### src/rtl/alu_exec_seq_pkg.sv
// alu_exec_seq_pkg: shared constants and decode helpers for the RV32 execute stage.
// Provides ALUop codes (including PASSB/ILLEGAL), major opcodes, funct7 classes,
// M-extension funct3 codes, the decode result payload and the decode function.
package alu_exec_seq_pkg;

  // 4-bit ALUop codes
  localparam logic [3:0] ALU_SLT     = 4'b0010;
  localparam logic [3:0] ALU_SLTU    = 4'b0011;
  localparam logic [3:0] ALU_ADD     = 4'b0110;
  localparam logic [3:0] ALU_PASSB   = 4'b0111;
  localparam logic [3:0] ALU_XOR     = 4'b1000;
  localparam logic [3:0] ALU_OR      = 4'b1001;
  localparam logic [3:0] ALU_AND     = 4'b1010;
  localparam logic [3:0] ALU_SLL     = 4'b1011;
  localparam logic [3:0] ALU_SRA     = 4'b1100;
  localparam logic [3:0] ALU_SRL     = 4'b1101;
  localparam logic [3:0] ALU_SUB     = 4'b1110;
  localparam logic [3:0] ALU_ILLEGAL = 4'b1111;

  // Major opcodes (instruction[6:0])
  localparam logic [6:0] OPC_LOAD   = 7'b0000011;
  localparam logic [6:0] OPC_OP_IMM = 7'b0010011;
  localparam logic [6:0] OPC_AUIPC  = 7'b0010111;
  localparam logic [6:0] OPC_STORE  = 7'b0100011;
  localparam logic [6:0] OPC_OP     = 7'b0110011;
  localparam logic [6:0] OPC_LUI    = 7'b0110111;
  localparam logic [6:0] OPC_BRANCH = 7'b1100011;
  localparam logic [6:0] OPC_JALR   = 7'b1100111;
  localparam logic [6:0] OPC_JAL    = 7'b1101111;

  // R-type funct7 classes
  localparam logic [6:0] F7_BASE = 7'b0000000;
  localparam logic [6:0] F7_ALT  = 7'b0100000;
  localparam logic [6:0] F7_MEXT = 7'b0000001;

  // M-extension funct3 codes
  localparam logic [2:0] F3_MUL    = 3'd0;
  localparam logic [2:0] F3_MULH   = 3'd1;
  localparam logic [2:0] F3_MULHSU = 3'd2;
  localparam logic [2:0] F3_MULHU  = 3'd3;
  localparam logic [2:0] F3_DIV    = 3'd4;
  localparam logic [2:0] F3_DIVU   = 3'd5;
  localparam logic [2:0] F3_REM    = 3'd6;
  localparam logic [2:0] F3_REMU   = 3'd7;

  typedef struct packed {
    logic [3:0] op;
    logic       is_m;
    logic       illegal;
  } dec_t;

  // funct3 to ALUop for OP/OP-IMM; sub_en/sra_en pick the alternate forms
  function automatic logic [3:0] f3_op(input logic [2:0] f3, input logic sub_en,
                                       input logic sra_en);
    case (f3)
      3'b000:  f3_op = sub_en ? ALU_SUB : ALU_ADD;
      3'b001:  f3_op = ALU_SLL;
      3'b010:  f3_op = ALU_SLT;
      3'b011:  f3_op = ALU_SLTU;
      3'b100:  f3_op = ALU_XOR;
      3'b101:  f3_op = sra_en ? ALU_SRA : ALU_SRL;
      3'b110:  f3_op = ALU_OR;
      default: f3_op = ALU_AND;
    endcase
  endfunction

  // Full decode; m_en says whether funct7=0000001 R-type is a legal M op
  function automatic dec_t decode(input logic [6:0] opc, input logic [2:0] f3,
                                  input logic [6:0] f7, input logic m_en);
    dec_t d;
    d = '{op: ALU_ILLEGAL, is_m: 1'b0, illegal: 1'b1};
    case (opc)
      OPC_OP_IMM: d = '{op: f3_op(f3, 1'b0, f7[5]), is_m: 1'b0, illegal: 1'b0};
      OPC_OP: begin
        if (f7 == F7_BASE || f7 == F7_ALT) begin
          d = '{op: f3_op(f3, f7[5], f7[5]), is_m: 1'b0, illegal: 1'b0};
        end else if (f7 == F7_MEXT && m_en) begin
          d = '{op: ALU_ADD, is_m: 1'b1, illegal: 1'b0};
        end
      end
      OPC_LOAD, OPC_STORE, OPC_AUIPC, OPC_JAL, OPC_JALR, OPC_BRANCH:
        d = '{op: ALU_ADD, is_m: 1'b0, illegal: 1'b0};
      OPC_LUI: d = '{op: ALU_PASSB, is_m: 1'b0, illegal: 1'b0};
      default: ;
    endcase
    return d;
  endfunction

endpackage

### src/rtl/alu_exec_seq_muldiv.sv
// alu_exec_muldiv: iterative radix-2 shift-add multiplier / restoring divider.
// Present only when ALU_EXEC_SEQ_MEXT_EN is defined.
// Ports: clk, rst_n (sync, active-low), start (load operands), fn[2:0] (M funct3),
//        a, b (operands), done (final iteration this cycle), res (valid with done).
`ifdef ALU_EXEC_SEQ_MEXT_EN
module alu_exec_muldiv
  import alu_exec_seq_pkg::*;
#(
  parameter int unsigned XLEN = 32
) (
  input  logic            clk,
  input  logic            rst_n,
  input  logic            start,
  input  logic [2:0]      fn,
  input  logic [XLEN-1:0] a,
  input  logic [XLEN-1:0] b,
  output logic            done,
  output logic [XLEN-1:0] res
);

  localparam int unsigned CW = $clog2(XLEN);

  logic            busy_q, neg_q, nega_q, div0_q, ovf_q;
  logic [CW-1:0]   cnt_q;
  logic [2:0]      fn_q;
  logic [XLEN-1:0] hi_q, lo_q, dv_q, a_raw_q;

  logic            a_sgn, b_sgn, neg_a, neg_b;
  logic [XLEN-1:0] a_mag, b_mag, hi_n, lo_n, quot, rem;
  logic [XLEN:0]   sum, trial, diff;
  logic [2*XLEN-1:0] prod;

  // Operand sign handling at start: iterate on magnitudes
  always_comb begin
    a_sgn = (fn == F3_MULH) || (fn == F3_MULHSU) || (fn == F3_DIV) || (fn == F3_REM);
    b_sgn = (fn == F3_MULH) || (fn == F3_DIV) || (fn == F3_REM);
    neg_a = a_sgn & a[XLEN-1];
    neg_b = b_sgn & b[XLEN-1];
    a_mag = neg_a ? -a : a;
    b_mag = neg_b ? -b : b;
  end

  // One iteration step; the last step feeds res directly so the top captures at done
  always_comb begin
    sum   = {1'b0, hi_q} + (lo_q[0] ? {1'b0, dv_q} : '0);
    trial = {hi_q, lo_q[XLEN-1]};
    diff  = trial - {1'b0, dv_q};
    if (fn_q[2]) begin
      hi_n = diff[XLEN] ? trial[XLEN-1:0] : diff[XLEN-1:0];
      lo_n = {lo_q[XLEN-2:0], ~diff[XLEN]};
    end else begin
      hi_n = sum[XLEN:1];
      lo_n = {sum[0], lo_q[XLEN-1:1]};
    end
    prod = neg_q ? -{hi_n, lo_n} : {hi_n, lo_n};
    quot = neg_q ? -lo_n : lo_n;
    rem  = nega_q ? -hi_n : hi_n;
    case (fn_q)
      F3_MUL:                      res = prod[XLEN-1:0];
      F3_MULH, F3_MULHSU, F3_MULHU: res = prod[2*XLEN-1:XLEN];
      F3_DIV, F3_DIVU:             res = div0_q ? '1 : (ovf_q ? a_raw_q : quot);
      default:                     res = div0_q ? a_raw_q : (ovf_q ? '0 : rem);
    endcase
  end

  assign done = busy_q && (cnt_q == CW'(XLEN - 1));

  // Operand load and iteration registers
  always_ff @(posedge clk) begin
    if (!rst_n) begin
      busy_q  <= 1'b0;
      cnt_q   <= '0;
      fn_q    <= '0;
      hi_q    <= '0;
      lo_q    <= '0;
      dv_q    <= '0;
      a_raw_q <= '0;
      neg_q   <= 1'b0;
      nega_q  <= 1'b0;
      div0_q  <= 1'b0;
      ovf_q   <= 1'b0;
    end else if (start) begin
      busy_q  <= 1'b1;
      cnt_q   <= '0;
      fn_q    <= fn;
      hi_q    <= '0;
      lo_q    <= fn[2] ? a_mag : b_mag;
      dv_q    <= fn[2] ? b_mag : a_mag;
      a_raw_q <= a;
      neg_q   <= neg_a ^ neg_b;
      nega_q  <= neg_a;
      div0_q  <= (b == '0);
      ovf_q   <= ((fn == F3_DIV) || (fn == F3_REM)) &&
                 (a == {1'b1, {(XLEN-1){1'b0}}}) && (b == '1);
    end else if (busy_q) begin
      hi_q  <= hi_n;
      lo_q  <= lo_n;
      cnt_q <= cnt_q + 1'b1;
      if (done) busy_q <= 1'b0;
    end
  end

endmodule
`endif

### src/rtl/alu_exec_seq.sv
// alu_exec_seq: RV32 execute-stage unit. Decodes opcode/funct3/funct7 to the 4-bit
// ALUop, computes single-cycle results into a held output register, and (with the
// ALU_EXEC_SEQ_MEXT_EN macro defined) runs MUL/DIV/REM on alu_exec_muldiv.
// Ports: clk, rst_n (sync, active-low); in_valid/in_ready input handshake with
//        opcode, funct3, funct7, op_a, op_b; out_valid/out_ready output handshake
//        with result, alu_op, illegal (illegal ops return result 0).
module alu_exec_seq
  import alu_exec_seq_pkg::*;
#(
  parameter int unsigned XLEN = 32
) (
  input  logic            clk,
  input  logic            rst_n,
  input  logic            in_valid,
  output logic            in_ready,
  input  logic [6:0]      opcode,
  input  logic [2:0]      funct3,
  input  logic [6:0]      funct7,
  input  logic [XLEN-1:0] op_a,
  input  logic [XLEN-1:0] op_b,
  output logic            out_valid,
  input  logic            out_ready,
  output logic [XLEN-1:0] result,
  output logic [3:0]      alu_op,
  output logic            illegal
);

  localparam int unsigned SHW = $clog2(XLEN);
`ifdef ALU_EXEC_SEQ_MEXT_EN
  localparam logic M_EN = 1'b1;
`else
  localparam logic M_EN = 1'b0;
`endif

  typedef enum logic [1:0] {S_IDLE = 2'd0, S_BUSY = 2'd1, S_HOLD = 2'd2} state_e;

  state_e          state_q, state_d;
  logic [XLEN-1:0] result_q, result_d, alu_res, md_res;
  logic [3:0]      alu_op_q, alu_op_d;
  logic            illegal_q, illegal_d, out_valid_q, out_valid_d;
  logic            accept, md_done;
  logic [SHW-1:0]  shamt;
  dec_t            dec;

  assign in_ready = (state_q == S_IDLE) || ((state_q == S_HOLD) && out_ready);
  assign accept   = in_valid && in_ready;
  assign shamt    = op_b[SHW-1:0];

  // Decode and single-cycle datapath; ILLEGAL falls through to zero
  always_comb begin
    dec = decode(opcode, funct3, funct7, M_EN);
    case (dec.op)
      ALU_ADD:   alu_res = op_a + op_b;
      ALU_SUB:   alu_res = op_a - op_b;
      ALU_SLT:   alu_res = XLEN'($signed(op_a) < $signed(op_b));
      ALU_SLTU:  alu_res = XLEN'(op_a < op_b);
      ALU_XOR:   alu_res = op_a ^ op_b;
      ALU_OR:    alu_res = op_a | op_b;
      ALU_AND:   alu_res = op_a & op_b;
      ALU_SLL:   alu_res = op_a << shamt;
      ALU_SRA:   alu_res = $unsigned($signed(op_a) >>> shamt);
      ALU_SRL:   alu_res = op_a >> shamt;
      ALU_PASSB: alu_res = op_b;
      default:   alu_res = '0;
    endcase
  end

`ifdef ALU_EXEC_SEQ_MEXT_EN
  alu_exec_muldiv #(.XLEN(XLEN)) u_muldiv (
    .clk   (clk),
    .rst_n (rst_n),
    .start (accept && dec.is_m),
    .fn    (funct3),
    .a     (op_a),
    .b     (op_b),
    .done  (md_done),
    .res   (md_res)
  );
`else
  assign md_done = 1'b0;
  assign md_res  = '0;
`endif

  // Next state and held-output capture
  always_comb begin
    state_d   = state_q;
    result_d  = result_q;
    alu_op_d  = alu_op_q;
    illegal_d = illegal_q;
    case (state_q)
      S_BUSY: begin
        if (md_done) begin
          state_d   = S_HOLD;
          result_d  = md_res;
          alu_op_d  = ALU_ADD;
          illegal_d = 1'b0;
        end
      end
      S_IDLE, S_HOLD: begin
        if (accept) begin
          if (dec.is_m) begin
            state_d = S_BUSY;
          end else begin
            state_d   = S_HOLD;
            result_d  = alu_res;
            alu_op_d  = dec.op;
            illegal_d = dec.illegal;
          end
        end else if ((state_q == S_HOLD) && out_ready) begin
          state_d = S_IDLE;
        end
      end
      default: state_d = S_IDLE;
    endcase
    out_valid_d = (state_d == S_HOLD);
  end

  always_ff @(posedge clk) begin
    if (!rst_n) begin
      state_q     <= S_IDLE;
      result_q    <= '0;
      alu_op_q    <= 4'b0000;
      illegal_q   <= 1'b0;
      out_valid_q <= 1'b0;
    end else begin
      state_q     <= state_d;
      result_q    <= result_d;
      alu_op_q    <= alu_op_d;
      illegal_q   <= illegal_d;
      out_valid_q <= out_valid_d;
    end
  end

  assign out_valid = out_valid_q;
  assign result    = result_q;
  assign alu_op    = alu_op_q;
  assign illegal   = illegal_q;

endmodule

### config.mk
export PLATFORM = sky130hd
export DESIGN_NAME = alu_exec_seq
export DESIGN_NICKNAME = d
export VERILOG_FILES = /design/src/rtl/alu_exec_seq_pkg.sv /design/src/rtl/alu_exec_seq_muldiv.sv /design/src/rtl/alu_exec_seq.sv
export SDC_FILE = /design/constraint.sdc
export NUM_CORES = 1
export LEC_CHECK = 0
export CORE_MARGIN = 5
export CORE_UTILIZATION = 35
export DETAILED_ROUTE_END_ITERATION = 12
export SLEW_MARGIN = 5
export SYNTH_ARGS = -nofsm -noshare
export SYNTH_HDL_FRONTEND = slang
export SYNTH_HIERARCHICAL = 1
export SYNTH_SLANG_ARGS = --single-unit
### constraint.sdc
create_clock -name clk -period 5.4 [get_ports clk]
set_input_delay 0.54 -clock clk [delete_from_list [all_inputs] [get_ports clk]]
set_output_delay 0.54 -clock clk [all_outputs]
set_load 0.05 [all_outputs]
**After elaboration in Yosys (flattened, before gate mapping)**

Index checks and enable logic that the tools add are counted.

- Output and inout port bits: 39
- Word-level logic and storage cells: 67
- Register bits after elaboration: 40

- $add $sub $neg: 2
- Shift operators: 3
- Order comparisons: 2
- Multiplexer cells: 11
- Bitwise gates (word level): 4
- Equality and inequality tests: 30
- Reduce and logical (&&, ||, !) cells: 10

Operators with widths:

| cell | count |
|---|---|
| 32-bit one-hot mux with 11 select lines | 1 |
| 32-bit less-than comparator | 2 |
| 4-bit one-hot mux with 7 select lines | 2 |
| 32-bit adder | 1 |
| 32-bit AND | 1 |
| 32-bit bitwise OR | 1 |
| 32-bit by 5-bit left shift with 32-bit output | 1 |
| 32-bit by 5-bit >> shifter with 32-bit output | 1 |
| 32-bit by 5-bit >>> shifter with 32-bit output | 1 |
| 32-bit subtractor | 1 |
| 32-bit bitwise XOR | 1 |
| 4-bit equality test, second input constant | 7 |
| 7-bit by 6-bit equality test with 1-bit output, second input constant | 4 |
| 6-bit one-hot mux with 4 select lines | 1 |
| 7-bit equality test, second input constant | 3 |
| 7-bit by 5-bit equality test with 1-bit output, second input constant | 2 |
| 3-bit equality test, second input constant | 3 |
| 4-bit by 2-bit equality test with 1-bit output, second input constant | 2 |
| 4-bit by 3-bit equality test with 1-bit output, second input constant | 2 |
| 7-bit by 2-bit equality test with 1-bit output, second input constant | 1 |
| 7-bit zero test | 1 |
| 3-bit by 2-bit equality test with 1-bit output, second input constant | 2 |
| 2-bit 2-to-1 mux | 3 |
| 6-bit 2-to-1 mux | 1 |
| 14 further kinds | 17 |

**Depth between registers and ports, before layout**

Gate-level depths: netlist of run 1.

- Depth after elaboration: 8
- Depth in mapped cells: 15
- Mapped depth without buffers: 12

**Worst setup path after synthesis of run 1**

OpenSTA, ideal clock, no wires.

- Kind: input to register
- From: input port op_b[2]
- To: register result_q[0], in the netlist result[0]
- Slack: 1278 ps
- Library setup time: 122 ps
- Arrival: 4000 ps
- Stages: 15
- Data required time: 5278 ps
- Cell sequence: clkbuf_1 inv_2 buf_1 clkbuf_1 ha_1 clkbuf_1 nor2_1 o221ai_1 a2111oi_0 nor3_1 o21ai_0 a21oi_1 nor3_1 nor3_1 o311a_1

- Cells in the longest elaborated chain, start to end: 2
- Elaborated cells on any way between the ends: 6
- Those cells by class: order compare: 2; shift: 3; mux: 1

Ends and longest elaborated chain:

| element | line | source |
|---|---|---|
| start: declaration | alu_exec_seq.sv:20 | `input logic [XLEN-1:0] op_b,` |
| 32-bit less-than comparator (tied with other cells) | alu_exec_seq.sv:56 | `ALU_SLTU: alu_res = XLEN'(op_a < op_b);` |
| 32-bit one-hot mux with 11 select lines (*) | alu_exec_seq.sv:52 | `case (dec.op)` |
| end signal: assignment | alu_exec_seq.sv:127 | `result_q <= result_d;` |
| end: declaration | alu_exec_seq.sv:38 | `logic [XLEN-1:0] result_q, result_d, alu_res, md_res;` |

Mark *: on every way between the ends. The rest lies on a longest branch, timed or not.
A chain may end at the register's enable or synchronous reset.

**Worst setup path in the final report of run 1**

- From: input port op_a[0]
- To: register result_q[0], in the netlist result[0]

- Cells in the longest elaborated chain, start to end: 2
- Elaborated cells on any way between the ends: 11
- Those cells by class: add/sub: 2; order compare: 2; shift: 3; mux: 1; bitwise: 3

Ends and longest elaborated chain:

| element | line | source |
|---|---|---|
| start: declaration | alu_exec_seq.sv:19 | `input logic [XLEN-1:0] op_a,` |
| 32-bit subtractor (tied with other cells) | alu_exec_seq.sv:54 | `ALU_SUB: alu_res = op_a - op_b;` |
| 32-bit one-hot mux with 11 select lines (*) | alu_exec_seq.sv:52 |  |

Marks and branches as above.

==> results of run 1 <==
per-layer routing:
metal | part of all wire | GRT usage
met4 | 0.043 | 0.117
met3 | 0.13 | 0.0957
met2 | 0.41 | 0.483
met5 | 0.0013 | 0.0171
met1 | 0.42 | 0.469
layout make-up:
cell class | instances | share of cell area
clock buffers | 5 | 0.00993
clock inverters | 3 | 0.00337
multi-input cells | 1277 | 0.717
well taps | 390 | 0.0387
repair buffers | 193 | 0.138
inverters | 101 | 0.0301
flip-flops and latches | 40 | 0.0635
state kept, by name, summed over array words and instances (netlist names):
name       count
alu_op         4
illegal        1
out_valid      1
result        32
state_q        2
worst register-to-register path: cells and delay by family (launching register included):
kind	cells	cell delay, ns
AOI/OAI and AO/OA	5	1.54
DFF	1	0.34
buffers and inverters	2	0.32
and+or+nand+nor	3	0.90
cells in the mapped netlist (all sizes together), types with 4 or more instances:
library cell	count
buf	21
a221oi	23
mux2i	55
o41ai	4
a21oi	154
clkbuf	93
a221o	6
a211oi	35
and3	9
ha	97
o21ai	126
nand2	134
o21bai	13
nor3	43
nor2b	12
a311oi	7
nor2	152
inv	98
nand4	10
a21o	18
o2111ai	11
a2111oi	8
o211ai	27
mux2	32
o221ai	22
mux4	34
nand2b	12
nand3	27
xnor2	13
or2	5
a22o	6
a31oi	22
a222oi	14
or3	12
dfxtp	40
o22ai	20
nor4	25
a22oi	10
o21a	7
and2	12
o31ai	16
power by group through the flow:
stage               Combinational, mW  Clock, mW  Sequential (mW)
floorplan                       0.633          0            0.326
global placement                 1.06          0            0.310
detailed placement               1.05          0            0.310
CTS                              1.06      0.397            0.303
global route                     1.16      0.407            0.304
finish                           1.10      0.390            0.303
layout by cell type (no fill, tap or decap), types with 14 or more instances in the layout:
cell and count:
mux4_2 34, mux2_2 32, a21o_1 18, a221oi_1 23, ha_1 97, o22ai_1 20
a222oi_1 14, nand2_1 134, nor4_1 22, o21ai_0 122, a31oi_1 22, a21oi_1 154
inv_1 96, a211oi_1 35, nand3_1 27, mux2i_1 55, nor3_1 40, dfxtp_1 40
o221ai_1 22, o31ai_1 16, clkdlybuf4s50_1 118, buf_4 71, o211ai_1 27, nor2_1 152
path summary, 6_finish.rpt:
path / startpoint / to / slack, ns / depth (start not counted)
max: op_a[0] / result[0] / 1.08 / 14
min: state_q[1] / state_q[0] / 0.45 / 1
max reg2reg: state_q[0] / result[30] / 2.21 / 10
min reg2reg: state_q[1] / state_q[0] / 0.45 / 1
logic make-up (layout without fill, tap and decap cells):
logic type,Yosys count,in the layout,share of synthesized area
and+or+nand+nor,463,463,0.200
xor gates and xnor gates,15,15,0.0123
buffers and inverters,215,302,0.0789
DFF,40,40,0.0752
muxes,121,121,0.158
AOI/OAI and AO/OA,579,579,0.358
adders and majority gates,99,99,0.118
through the flow:
step / hold slack, ns / instance area (µm²) / power [mW]
finish: 0.451 / 12600 / 1.79
global route: 0.481 / 12600 / 1.87
CTS: 0.457 / 12600 / 1.76
detailed placement: 0.447 / 12400 / 1.36
global placement: 0.437 / 12400 / 1.37
floorplan: 0.413 / 10600 / 0.959
==> results.sh, run 1 <==
export IMPL_fmax_mhz=231
export IMPL_status="complete, no violations"
export IMPL_async_flop_share=0
export IMPL_fin_setup_tns_ns=0
export IMPL_cts_buffers=5
export IMPL_path_cells="clkdlybuf4s50_1 -> inv_1 -> ha_1 -> fa_1 -> nor2_1 -> o221ai_1 -> a2111oi_0 -> buf_4 -> nor3_1 -> o21ai_0 -> a21oi_1 -> nor3_1 -> nor3_1 -> o311a_1"
export IMPL_p_per_area_nw_per_um2=142
export IMPL_fin_ws_ns=1.08
export IMPL_clk_pin_slew_ns=0.08
export IMPL_synth_edf_count=0
export IMPL_drcViolationCount=0
export IMPL_syn2layout_area_growth_pct=18.4
export IMPL_initial_core_util=0.357
export IMPL_drt_iter0_drc=2281
export IMPL_grt_use_total=0.333
export IMPL_worstHoldPathType="reg2reg"
export IMPL_slowest_delay_ns=0.58
export IMPL_die_h_um=184
export IMPL_finalCritPeriodShare=0.801
export IMPL_critPathMaxFanout=6
export IMPL_fin_worst_skew_ns=0.0140
export IMPL_die_width_um=184
export IMPL_dieArea_um2=34000
export IMPL_viasPerCell=6.77
export IMPL_crit_path_end_kind="flop"
export IMPL_coreArea_um2=29800
export IMPL_vias=13600
export IMPL_worst_ep_required_time_ns=5.60
export IMPL_synth_net_count=1716
export IMPL_cpMaxStageDelayCell="clkdlybuf4s50_1"
export IMPL_ir_drop_mv=0.0991
export IMPL_worst_slew_pin_slew_ns=1.23
export IMPL_fill_cells=3188
export IMPL_dominantRegCellSynth="dfxtp_1"
export IMPL_total_leakage_power_nw=4.94
export IMPL_setup_violations_final=0
export IMPL_wirelength_um=58700
export IMPL_hold_violations=0
export IMPL_rsz0062_at_grt="false"
export IMPL_p_switching_uw=890
export IMPL_routedWlPerCell_um=29.2
export IMPL_portBuffers=123
export IMPL_pwr_share_comb=0.613
export IMPL_grt_pass1_vias=12900
export IMPL_worst_setup_path_type="in2reg"
export IMPL_maxSlewViolCount=0
export IMPL_yosysTopAreaCell="ha_1"
export IMPL_period_needed_ns=4.32
export IMPL_rows=63
export IMPL_cts_tree="done"
export IMPL_worstPathArrival_ns=4.53
export IMPL_post_cts_buffers=0
export IMPL_startpoint_type="input pin"
export IMPL_ctsResizeCount=0
export IMPL_pre_cts_ws_ns=0.878
export IMPL_path_delay_family="compound AO/OA/AOI/OAI gates"
export IMPL_ios=124
export IMPL_hpwlAfterDp_um=46000
export IMPL_multi_input_area_um2=9040
export IMPL_place_congestion=1.04
export IMPL_drive_gt1_frac=0.103
export IMPL_n_antenna_cell=0
export IMPL_grt_overflow=0
export IMPL_clock_latency_ns=0.32
export IMPL_grt_pass1_wl_um=85300
export IMPL_postLayoutCoreUtil=0.423
export IMPL_cts_buffer_depth=2
export IMPL_clockRootBuffer="clkbuf_16"
export IMPL_drv_cap=0
export IMPL_ys_ff_latch=40
export IMPL_first_pass_iters=9
export IMPL_cts_hold_buf=0
export IMPL_place_inst=2001
export IMPL_maxSlewHeadroom=0.174
export IMPL_cp_num_buf_inv=3
export IMPL_fin_nets=1802
export IMPL_clockPowerShare=0.218
export IMPL_antenna_found_initial=3
export IMPL_yosys_warnings=6
export IMPL_synth_seq_area_share=0.0752
export IMPL_stdcell_count=2009
export IMPL_syn_inst=1532
export IMPL_crit_top_cell="nor3_1"
export IMPL_grt_max_degree=66
export IMPL_internal_power_uw=903
export IMPL_post_synth_num_cell_types=74
export IMPL_synth_area_um2=10600
export IMPL_p_seq_frac=0.169
export IMPL_cts_sinks=40
export IMPL_synth_area_leaders="ha_1 (11%), dfxtp_1 (7.5%), a21oi_1 (7.2%)"
export IMPL_drt_antenna_violating_nets=0
export IMPL_htree_num_levels=2
export IMPL_syn_avg_cell_area_um2=6.95
export IMPL_synth_top_area_frac=0.114
export IMPL_swShare=0.497
export IMPL_seq_area_um2=801
Power figures use the tool's default switching activity.
==> run 2, diff against run 1 <==
Clock period 5.4 ns to 4 ns, I/O delays scaled along.
==> run 2 against run 1 <==
Total power up 43%. Critical endpoint unchanged. Sequential share of layout area down 0.43 points. Design area up 7.3%. Flip-flop and latch count unchanged. Wire length up 5.7%. Largest power group unchanged.
==> results.sh, run 2 (same netlist as run 1, synthesis figures left out) <==
export IMPL_status="complete, no violations"
export IMPL_drive_gt1_frac=0.160
export IMPL_drv_cap=0
export IMPL_portBuffers=123
export IMPL_clk_pin_slew_ns=0.08
export IMPL_routedWlPerCell_um=29.3
export IMPL_fin_ws_ns=0.214
export IMPL_post_cts_buffers=0
export IMPL_place_area_um2=13400
export IMPL_final_area_um2=13500
export IMPL_clock_latency_ns=0.31
export IMPL_die_h_um=184
export IMPL_worstHoldPathType="reg2reg"
export IMPL_syn2layout_area_growth_pct=27.1
export IMPL_crit_top_cell="nor3_1"
export IMPL_n_antenna_cell=0
export IMPL_rsz0062_at_grt="false"
export IMPL_cp_num_buf_inv=4
export IMPL_ctsResizeCount=0
export IMPL_grt_pass1_vias=13200
export IMPL_rows=63
export IMPL_drt_antenna_violating_nets=0
export IMPL_p_per_area_nw_per_um2=189
export IMPL_grt_util_met2=0.515
export IMPL_maxSlewHeadroom=0.457
export IMPL_period_needed_ns=3.79
export IMPL_vias=14100
export IMPL_clockRootBuffer="clkbuf_16"
export IMPL_htree_num_levels=2
export IMPL_most_common_layout_cells="buf_4 (173), a21oi_1 (154), nor2_1 (152)"
export IMPL_cpMaxStageDelayCell="a2111oi_0"
export IMPL_worst_slew_pin_slew_ns=0.807
export IMPL_slowest_delay_ns=0.53
export IMPL_path_delay_family="compound AO/OA/AOI/OAI gates"
export IMPL_worst_setup_path_type="in2reg"
export IMPL_startpoint_type="input pin"
export IMPL_pre_cts_ws_ns=-0.0185
export IMPL_ir_drop_mv=0.157
export IMPL_path_cells="clkdlybuf4s50_1 -> inv_1 -> ha_1 -> fa_1 -> nor2_1 -> o221ai_1 -> a2111oi_0 -> buf_4 -> nor3_1 -> o21ai_0 -> buf_4 -> a21oi_1 -> nor3_1 -> nor3_1 -> o311a_1"
export IMPL_grt_use_met3=0.0643
export IMPL_hold_violations=0
export IMPL_wirelength_um=62000
export IMPL_first_pass_iters=6
export IMPL_total_leakage_power_nw=5.50
export IMPL_worstPathArrival_ns=3.99
export IMPL_die_width_um=184
export IMPL_place_congestion=1.02
export IMPL_drcViolationCount=0
export IMPL_largest_reg_flops=32
export IMPL_dieArea_um2=34000
export IMPL_cts_buffer_depth=2
export IMPL_place_inst=2111
export IMPL_hpwlAfterDp_um=49200
export IMPL_coreArea_um2=29800
export IMPL_grt_overflow=0
export IMPL_grt_pass1_wl_um=89400
export IMPL_fin_nets=1912
export IMPL_grt_use_total=0.350
export IMPL_cts_tree="done"
export IMPL_antenna_found_initial=1
export IMPL_cts_sinks=40
export IMPL_setup_violations_final=0
export IMPL_stdcell_count=2119
export IMPL_viasPerCell=6.67
export IMPL_top_usage_layer="met1"
export IMPL_gr_usage_met1=0.519
export IMPL_cts_buffers=5
export IMPL_finalCritPeriodShare=0.947
export IMPL_ios=124
export IMPL_cts_hold_buf=0
export IMPL_fin_worst_skew_ns=0.00716
export IMPL_critPathMaxFanout=4
export IMPL_maxSlewViolCount=0
export IMPL_initial_core_util=0.357
export IMPL_drt_iter0_drc=1983
export IMPL_grt_max_degree=61
export IMPL_fmax_mhz=264
export IMPL_final_common_cell="buf_4"
export IMPL_worst_ep_required_time_ns=4.20
export IMPL_crit_path_end_kind="flop"
[run 2: power by group]
group / switching [mW] / total [mW] / internal [mW] / leakage (nW)
combinational: 1.01 / 1.62 / 0.614 / 5.09
sequential: 0.00414 / 0.409 / 0.405 / 0.324
clock: 0.231 / 0.529 / 0.299 / 0.0804
total: 1.25 / 2.56 / 1.32 / 5.50
[run 2: per-stage QoR]
step	hold slack, ns	setup TNS [ns]	utilization	power, mW
6_report	0.450	0	0.454	2.56
4_1_cts	0.457	0	0.454	2.52
3_5_place_dp	0.440	-0.0185	0.448	1.98
3_3_place_gp	0.431	0	0.448	1.99
5_1_grt	0.470	0	0.454	2.67
2_1_floorplan	0.413	0	-	1.29
[run 2: final cells by class]
cell class,instances,area (µm²)
clock inverters,3,46.3
flip-flops and latches,40,801
repair buffers,303,2660
inverters,101,379
fillers,3198,16300
well taps,390,488
multi-input cells,1277,9020
clock buffers,5,125
[run 2: path summary, 6_finish.rpt]
path	start	endpoint	slack (ns)	depth (start not counted)
worst min-delay path	state_q[1]	state_q[0]	0.45	1
worst max-delay path	op_a[0]	result[0]	0.21	15
worst max register to register	state_q[0]	result[20]	1.10	9
worst min register to register	state_q[1]	state_q[0]	0.45	1
[run 2: metal layers]
metal  vias to the layer above  part of all wire
met1                      6865              0.45
met4                         2             0.035
met3                       130              0.11
li1                       6198                 -
met5                         -           0.00023
met2                       943              0.41
